`src/rtl/mod_sram_arb_if.sv`:
```
// rtl/mod_sram_arb_if.sv - requester and SRAM-controller bundle for mod_sram_arb
interface mod_sram_arb_if #(
    parameter int AW = 32,
    parameter int DW = 32
);
    logic          i_req;
    logic [AW-1:0] i_addr;
    logic          d_req;
    logic          d_we;
    logic [AW-1:0] d_addr;
    logic [DW-1:0] d_wdata;
    logic          v_req;
    logic [AW-1:0] v_addr;
    logic          i_done;
    logic          d_done;
    logic          v_done;
    logic [DW-1:0] rdata;
    logic          err;
    logic          mem_req;
    logic          mem_we;
    logic [AW-1:0] mem_addr;
    logic [DW-1:0] mem_wdata;
    logic [DW-1:0] mem_rdata;
    logic          mem_rdy;

    // Arbiter side: takes requests and controller responses.
    modport slave (
        input  i_req, i_addr, d_req, d_we, d_addr, d_wdata, v_req, v_addr,
        output i_done, d_done, v_done, rdata, err,
        output mem_req, mem_we, mem_addr, mem_wdata,
        input  mem_rdata, mem_rdy
    );

    modport master (
        output i_req, i_addr, d_req, d_we, d_addr, d_wdata, v_req, v_addr,
        input  i_done, d_done, v_done, rdata, err,
        input  mem_req, mem_we, mem_addr, mem_wdata,
        output mem_rdata, mem_rdy
    );
endinterface

```
`src/rtl/mod_sram_arb.sv`:
```
// rtl/mod_sram_arb.sv - shares one SRAM controller port between I-fetch, D-access and VGA fetch
module mod_sram_arb #(
    parameter int AW      = 32,
    parameter int DW      = 32,
    parameter int VGA_MAX = 4,
    parameter int TIMEOUT = 255
) (
    input  logic           clk,
    input  logic           rst,
    mod_sram_arb_if.slave  bus
);
    localparam int CW = $clog2(VGA_MAX + 1);

    typedef enum logic [1:0] {S_IDLE, S_BUSY, S_RESP} state_t;
    typedef enum logic [1:0] {OWN_I, OWN_D, OWN_V} owner_t;

    state_t        state_q, state_d;
    owner_t        owner_q, owner_d;
    logic [AW-1:0] addr_q, addr_d;
    logic          we_q, we_d;
    logic [DW-1:0] wdata_q, wdata_d;
    logic [DW-1:0] rdata_q, rdata_d;
    logic          err_q, err_d;
    logic [7:0]    timer_q, timer_d;
    logic [CW-1:0] vga_cnt_q, vga_cnt_d;
    logic          last_d_q, last_d_d;

    logic cpu_pend;
    logic v_win;
    logic pick_d;

    always_comb begin
        cpu_pend  = bus.i_req | bus.d_req;
        v_win     = bus.v_req & (~cpu_pend | (vga_cnt_q < CW'(VGA_MAX)));
        // With both CPU ports waiting, the one not served last goes next.
        pick_d    = bus.d_req & (~bus.i_req | ~last_d_q);

        state_d   = state_q;
        owner_d   = owner_q;
        addr_d    = addr_q;
        we_d      = we_q;
        wdata_d   = wdata_q;
        rdata_d   = rdata_q;
        err_d     = err_q;
        timer_d   = timer_q;
        vga_cnt_d = vga_cnt_q;
        last_d_d  = last_d_q;

        case (state_q)
            S_IDLE: begin
                timer_d = 8'd0;
                err_d   = 1'b0;
                if (v_win) begin
                    owner_d = OWN_V;
                    addr_d  = bus.v_addr;
                    we_d    = 1'b0;
                    wdata_d = '0;
                    state_d = S_BUSY;
                    if (!cpu_pend)
                        vga_cnt_d = '0;
                    else if (vga_cnt_q != CW'(VGA_MAX))
                        vga_cnt_d = vga_cnt_q + 1'b1;
                end else if (cpu_pend) begin
                    vga_cnt_d = '0;
                    state_d   = S_BUSY;
                    if (pick_d) begin
                        owner_d  = OWN_D;
                        addr_d   = bus.d_addr;
                        we_d     = bus.d_we;
                        wdata_d  = bus.d_wdata;
                        last_d_d = 1'b1;
                    end else begin
                        owner_d  = OWN_I;
                        addr_d   = bus.i_addr;
                        we_d     = 1'b0;
                        wdata_d  = '0;
                        last_d_d = 1'b0;
                    end
                end
            end
            S_BUSY: begin
                // A response arriving on the abort cycle still counts as good.
                if (bus.mem_rdy) begin
                    rdata_d = bus.mem_rdata;
                    err_d   = 1'b0;
                    state_d = S_RESP;
                end else if (timer_q == 8'(TIMEOUT - 1)) begin
                    rdata_d = '0;
                    err_d   = 1'b1;
                    state_d = S_RESP;
                end else begin
                    timer_d = timer_q + 8'd1;
                end
            end
            S_RESP: begin
                state_d = S_IDLE;
            end
            default: begin
                state_d = S_IDLE;
            end
        endcase
    end

    always_ff @(posedge clk or posedge rst) begin
        if (rst) begin
            state_q   <= S_IDLE;
            owner_q   <= OWN_I;
            addr_q    <= '0;
            we_q      <= 1'b0;
            wdata_q   <= '0;
            rdata_q   <= '0;
            err_q     <= 1'b0;
            timer_q   <= 8'd0;
            vga_cnt_q <= '0;
            last_d_q  <= 1'b0;
        end else begin
            state_q   <= state_d;
            owner_q   <= owner_d;
            addr_q    <= addr_d;
            we_q      <= we_d;
            wdata_q   <= wdata_d;
            rdata_q   <= rdata_d;
            err_q     <= err_d;
            timer_q   <= timer_d;
            vga_cnt_q <= vga_cnt_d;
            last_d_q  <= last_d_d;
        end
    end

    assign bus.mem_req   = (state_q == S_BUSY);
    assign bus.mem_we    = (state_q == S_BUSY) & we_q;
    assign bus.mem_addr  = addr_q;
    assign bus.mem_wdata = wdata_q;
    assign bus.i_done    = (state_q == S_RESP) & (owner_q == OWN_I);
    assign bus.d_done    = (state_q == S_RESP) & (owner_q == OWN_D);
    assign bus.v_done    = (state_q == S_RESP) & (owner_q == OWN_V);
    assign bus.rdata     = rdata_q;
    assign bus.err       = (state_q == S_RESP) & err_q;
endmodule

```
`src/flat_wrapper.sv`:
```
// flat-port wrapper written by rule: the top's interface ports become plain ports
module mod_sram_arb_flat 
#(
    parameter int AW      = 32,
    parameter int DW      = 32,
    parameter int VGA_MAX = 4,
    parameter int TIMEOUT = 255
)
  (clk, rst, bus_i_req, bus_i_addr, bus_d_req, bus_d_we, bus_d_addr, bus_d_wdata, bus_v_req, bus_v_addr, bus_i_done, bus_d_done, bus_v_done, bus_rdata, bus_err, bus_mem_req, bus_mem_we, bus_mem_addr, bus_mem_wdata, bus_mem_rdata, bus_mem_rdy);
  mod_sram_arb_if #(.AW(AW), .DW(DW)) bus_i ();
  input  logic clk;
  input  logic rst;
  input wire logic [$bits(bus_i.i_req)-1:0] bus_i_req;
  input wire logic [$bits(bus_i.i_addr)-1:0] bus_i_addr;
  input wire logic [$bits(bus_i.d_req)-1:0] bus_d_req;
  input wire logic [$bits(bus_i.d_we)-1:0] bus_d_we;
  input wire logic [$bits(bus_i.d_addr)-1:0] bus_d_addr;
  input wire logic [$bits(bus_i.d_wdata)-1:0] bus_d_wdata;
  input wire logic [$bits(bus_i.v_req)-1:0] bus_v_req;
  input wire logic [$bits(bus_i.v_addr)-1:0] bus_v_addr;
  output wire logic [$bits(bus_i.i_done)-1:0] bus_i_done;
  output wire logic [$bits(bus_i.d_done)-1:0] bus_d_done;
  output wire logic [$bits(bus_i.v_done)-1:0] bus_v_done;
  output wire logic [$bits(bus_i.rdata)-1:0] bus_rdata;
  output wire logic [$bits(bus_i.err)-1:0] bus_err;
  output wire logic [$bits(bus_i.mem_req)-1:0] bus_mem_req;
  output wire logic [$bits(bus_i.mem_we)-1:0] bus_mem_we;
  output wire logic [$bits(bus_i.mem_addr)-1:0] bus_mem_addr;
  output wire logic [$bits(bus_i.mem_wdata)-1:0] bus_mem_wdata;
  input wire logic [$bits(bus_i.mem_rdata)-1:0] bus_mem_rdata;
  input wire logic [$bits(bus_i.mem_rdy)-1:0] bus_mem_rdy;
  assign bus_i.i_req = bus_i_req;
  assign bus_i.i_addr = bus_i_addr;
  assign bus_i.d_req = bus_d_req;
  assign bus_i.d_we = bus_d_we;
  assign bus_i.d_addr = bus_d_addr;
  assign bus_i.d_wdata = bus_d_wdata;
  assign bus_i.v_req = bus_v_req;
  assign bus_i.v_addr = bus_v_addr;
  assign bus_i_done = bus_i.i_done;
  assign bus_d_done = bus_i.d_done;
  assign bus_v_done = bus_i.v_done;
  assign bus_rdata = bus_i.rdata;
  assign bus_err = bus_i.err;
  assign bus_mem_req = bus_i.mem_req;
  assign bus_mem_we = bus_i.mem_we;
  assign bus_mem_addr = bus_i.mem_addr;
  assign bus_mem_wdata = bus_i.mem_wdata;
  assign bus_i.mem_rdata = bus_mem_rdata;
  assign bus_i.mem_rdy = bus_mem_rdy;
  mod_sram_arb #(.AW(AW), .DW(DW), .VGA_MAX(VGA_MAX), .TIMEOUT(TIMEOUT)) u_core (.clk(clk), .rst(rst), .bus(bus_i));
endmodule
```
`config.mk`:
```
export PLATFORM = sky130hd
export DESIGN_NAME = mod_sram_arb_flat
export DESIGN_NICKNAME = d
export VERILOG_FILES = /design/src/rtl/mod_sram_arb_if.sv /design/src/rtl/mod_sram_arb.sv /design/src/flat_wrapper.sv
export SDC_FILE = /design/constraint.sdc
export NUM_CORES = 1
export LEC_CHECK = 0
export BUFFER_PORTS_ARGS = -buffer_cell sky130_fd_sc_hd__buf_4
export CAP_MARGIN = 10
export CORE_MARGIN = 5
export CORE_UTILIZATION = 48
export CTS_CLUSTER_DIAMETER = 150
export DETAILED_ROUTE_END_ITERATION = 12
export PLACE_DENSITY = 0.95
export SLEW_MARGIN = 10
export SYNTH_ARGS = -nofsm -noshare
export SYNTH_HDL_FRONTEND = slang
export SYNTH_SLANG_ARGS = --single-unit
```
`constraint.sdc`:
```
create_clock -name clk -period 5.3 [get_ports clk]
set_clock_uncertainty 0.2 [all_clocks]
set_input_delay 0.53 -clock clk [delete_from_list [all_inputs] [get_ports clk]]
set_output_delay 0.53 -clock clk [all_outputs]
set_load 0.02 [all_outputs]
```
==> results.toml <==
[die]
die_width_um = 110
rows = 36
die_area_mm2 = 0.0121
ioPinCount = 269
die_y_um = 110
initial_core_util_pct = 49.2
core_area_mm2 = 0.00977

[drt]
antenna_left = 0
drt_first_pass_iters = 4
routedWlPerCell_um = 19.0
vias_per_cell = 5.54
route.vias.total = 4398
routed_wl_mm = 15.1
drt_first_iter_violations = 261
drc = 0

[worst_setup_path]
cp_cell_sequence = "nand2b_1 -> inv_1 -> and2_1 -> buf_4"
cp.required_ns = 4.57
path_class = "flop to primary output"
timing.rr.start = "u_core.state_q[1]"
r2r_setup_slack_ns = 2.75
endpoint_kind = "primary output"
reg2reg_depth = 4
crit_fanout = 14
slowest_stage = "dfrtp_1"
setup.worst_path.start_class = "flop"
r2r-end = "u_core.bus.rdata[7]"
critPathArrivalTime_ns = 1.88
crit_family = "flip-flops"
slowest_delay_ns = 0.57
cp_num_buf_inv = 2

[yosys]
seq_area_frac_synth_pct = 59.3
yosys_warnings = 0
yosys_register_bits = 114
synth_nets = 562
postSynthCellCount = 391
syn_area_mm2 = 0.00481
synth_ff_type = "dfrtp_1"
synth_cell_types = 36
synth.top_cells.by_area = "dfrtp_1 (59%), a22o_1 (12%), mux2i_1 (6.7%)"
synth_top_cell_by_area = "dfrtp_1"
syn_area_per_cell_um2 = 12.3
synth_edf_count = 0
yosysMostFrequentCell = "dfrtp_1"
synth_top_area_share_pct = 59.3
ys_async_sr_fraction_pct = 100
ys_top_cells_by_count = "dfrtp_1 (114), a22o_1 (66), o21ai_0 (35), a22oi_1 (32), mux2i_1 (32)"

[layout]
post-route-util_pct = 76.5
area_growth_pct = 55.3
multiInputGateArea_mm2 = 0.00180
layout.nets = 820
drive_gt1_share_pct = 47.2
antenna_cells = 0
fin_area_mm2 = 0.00747
nFillCells = 601
seqCellArea_mm2 = 0.00285

[clock_network]
cts_setup_buffers = 0
cts_root_buf = "clkbuf_8"
path_clk_slew_ns = 0.06
insertion_delay_ns = 0.51
clkSinkCount = 114
h-tree-depth = 4
post_cts_resized = 0
cts_buffers = 17
cts_hold_buffers = 1
clock_path_buffers = 2
cts_tree = "yes"

[placement]
gp_congestion = 0.843
dp_hpwl_mm = 10.8
port_buffers = 268
post-place-ws_ns = 2.64
placed_area_mm2 = 0.00688

[sta]
fmax_ghz = 0.383
setup_ws_ns = 2.69
hold_violations = 0
rsz0062_at_grt = "false"
holdWs_ns = 0.0327
final_max_slew_viol_count = 0
setup-tns-final_ns = 0
relSlewSlack_pct = 19.1
period_share_pct = 49.3
worst_slew_pin_slew_ns = 1.21
setup_viol = 0
period_minus_slack_ns = 2.61

[power]
ir_drop_mv = 0.395
power_density_mw_per_mm2 = 588
p_leak_nw = 3.82

[hold_path]
worstHoldPathCells = 2
hp-start = "bus_mem_rdata[25]"
hold_class = "input pin to flop"
holdPathEnd = "u_core.bus.rdata[25]"

[outcome]
run_status = "completed"

[global_route]
grt_overflow_total = 0
grt_pass1_vias = 4546
antenna_found_initial = 0
grt_pass1_wl_mm = 22.5
grt_start_max_net_pins = 70
grt_usage_pct = 24.4

[flow_run]
drv_cap = 0
[kinds of logic after synthesis]
family | count (synthesis) | synth area share, %
mux | 33 | 6.89
fa+ha+maj | 4 | 1.04
compound gates | 151 | 23.6
flops | 114 | 59.3
buf+inv | 41 | 3.74
simple gates | 48 | 5.49
[sequential cells by signal, indices dropped and copies added (netlist names)]
signal	flops
u_core.bus.mem_addr	32
u_core.last_d_q	1
u_core.timer_q	8
u_core.vga_cnt_q	3
u_core.err_q	1
u_core.we_q	1
u_core.owner_q	2
u_core.bus.mem_wdata	32
u_core.bus.rdata	32
u_core.state_q	2
[layer usage]
metal | global-route usage (%) | part of all wire, % | up-vias
met5 | 0 | 0 | -
met4 | 8.62 | 2.3 | 0
met3 | 7.57 | 8.3 | 31
met2 | 43.5 | 53 | 216
met1 | 27.6 | 36 | 2152
li1 | - | - | 1999
[final cells by class]
class | instances | area share, %
inverter | 8 | 0.435
clock buffer | 21 | 6.28
tap | 133 | 2.23
sequential | 114 | 38.2
multi-input combinational | 236 | 24.1
clock inverter | 10 | 1.44
timing repair buffer | 272 | 27.4
[how the worst max path moves through the flow]
stage,end,cells past startpoint,from
final,bus_mem_we,4,u_core.state_q[1]
after detailed placement,u_core.bus.mem_addr[13],4,u_core.state_q[1]
after CTS,u_core.bus.mem_addr[13],4,u_core.state_q[0]
after floorplan,u_core.bus.mem_addr[0],1,rst
after global routing,u_core.bus.mem_addr[16],3,u_core.state_q[1]
after global placement,u_core.bus.mem_addr[15],4,u_core.state_q[1]
[where the power goes]
group | switching, mW | leakage (nW) | internal, mW
clock | 0.386 | 0.281 | 0.710
sequential | 0.245 | 1.46 | 1.23
combinational | 1.01 | 2.07 | 0.814
[cells in the final DEF, fill, tap and decap left out, types with 3 or more instances in the layout]
master,netlist,routed
a21o_1,3,3
a21oi_1,3,3
a22o_1,66,66
a22oi_1,32,32
buf_4,0,271
clkbuf_16,0,16
clkbuf_8,0,5
clkinv_2,0,5
clkinvlp_4,0,3
dfrtp_1,114,114
ha_1,4,4
inv_1,8,7
mux2i_1,32,32
nand2_1,10,10
nand2b_1,3,3
nand3_1,12,12
nor2_1,5,5
o21ai_0,35,35
o311ai_0,3,3
[through the flow]
stage | power, mW | std cells
final | 4.39 | 794
after global routing | 4.61 | 794
after CTS | 4.41 | 794
after detailed placement | 3.29 | 762
after global placement | 3.22 | 762
after floorplan | 2.48 | 391
Power figures use the tool's default switching activity.
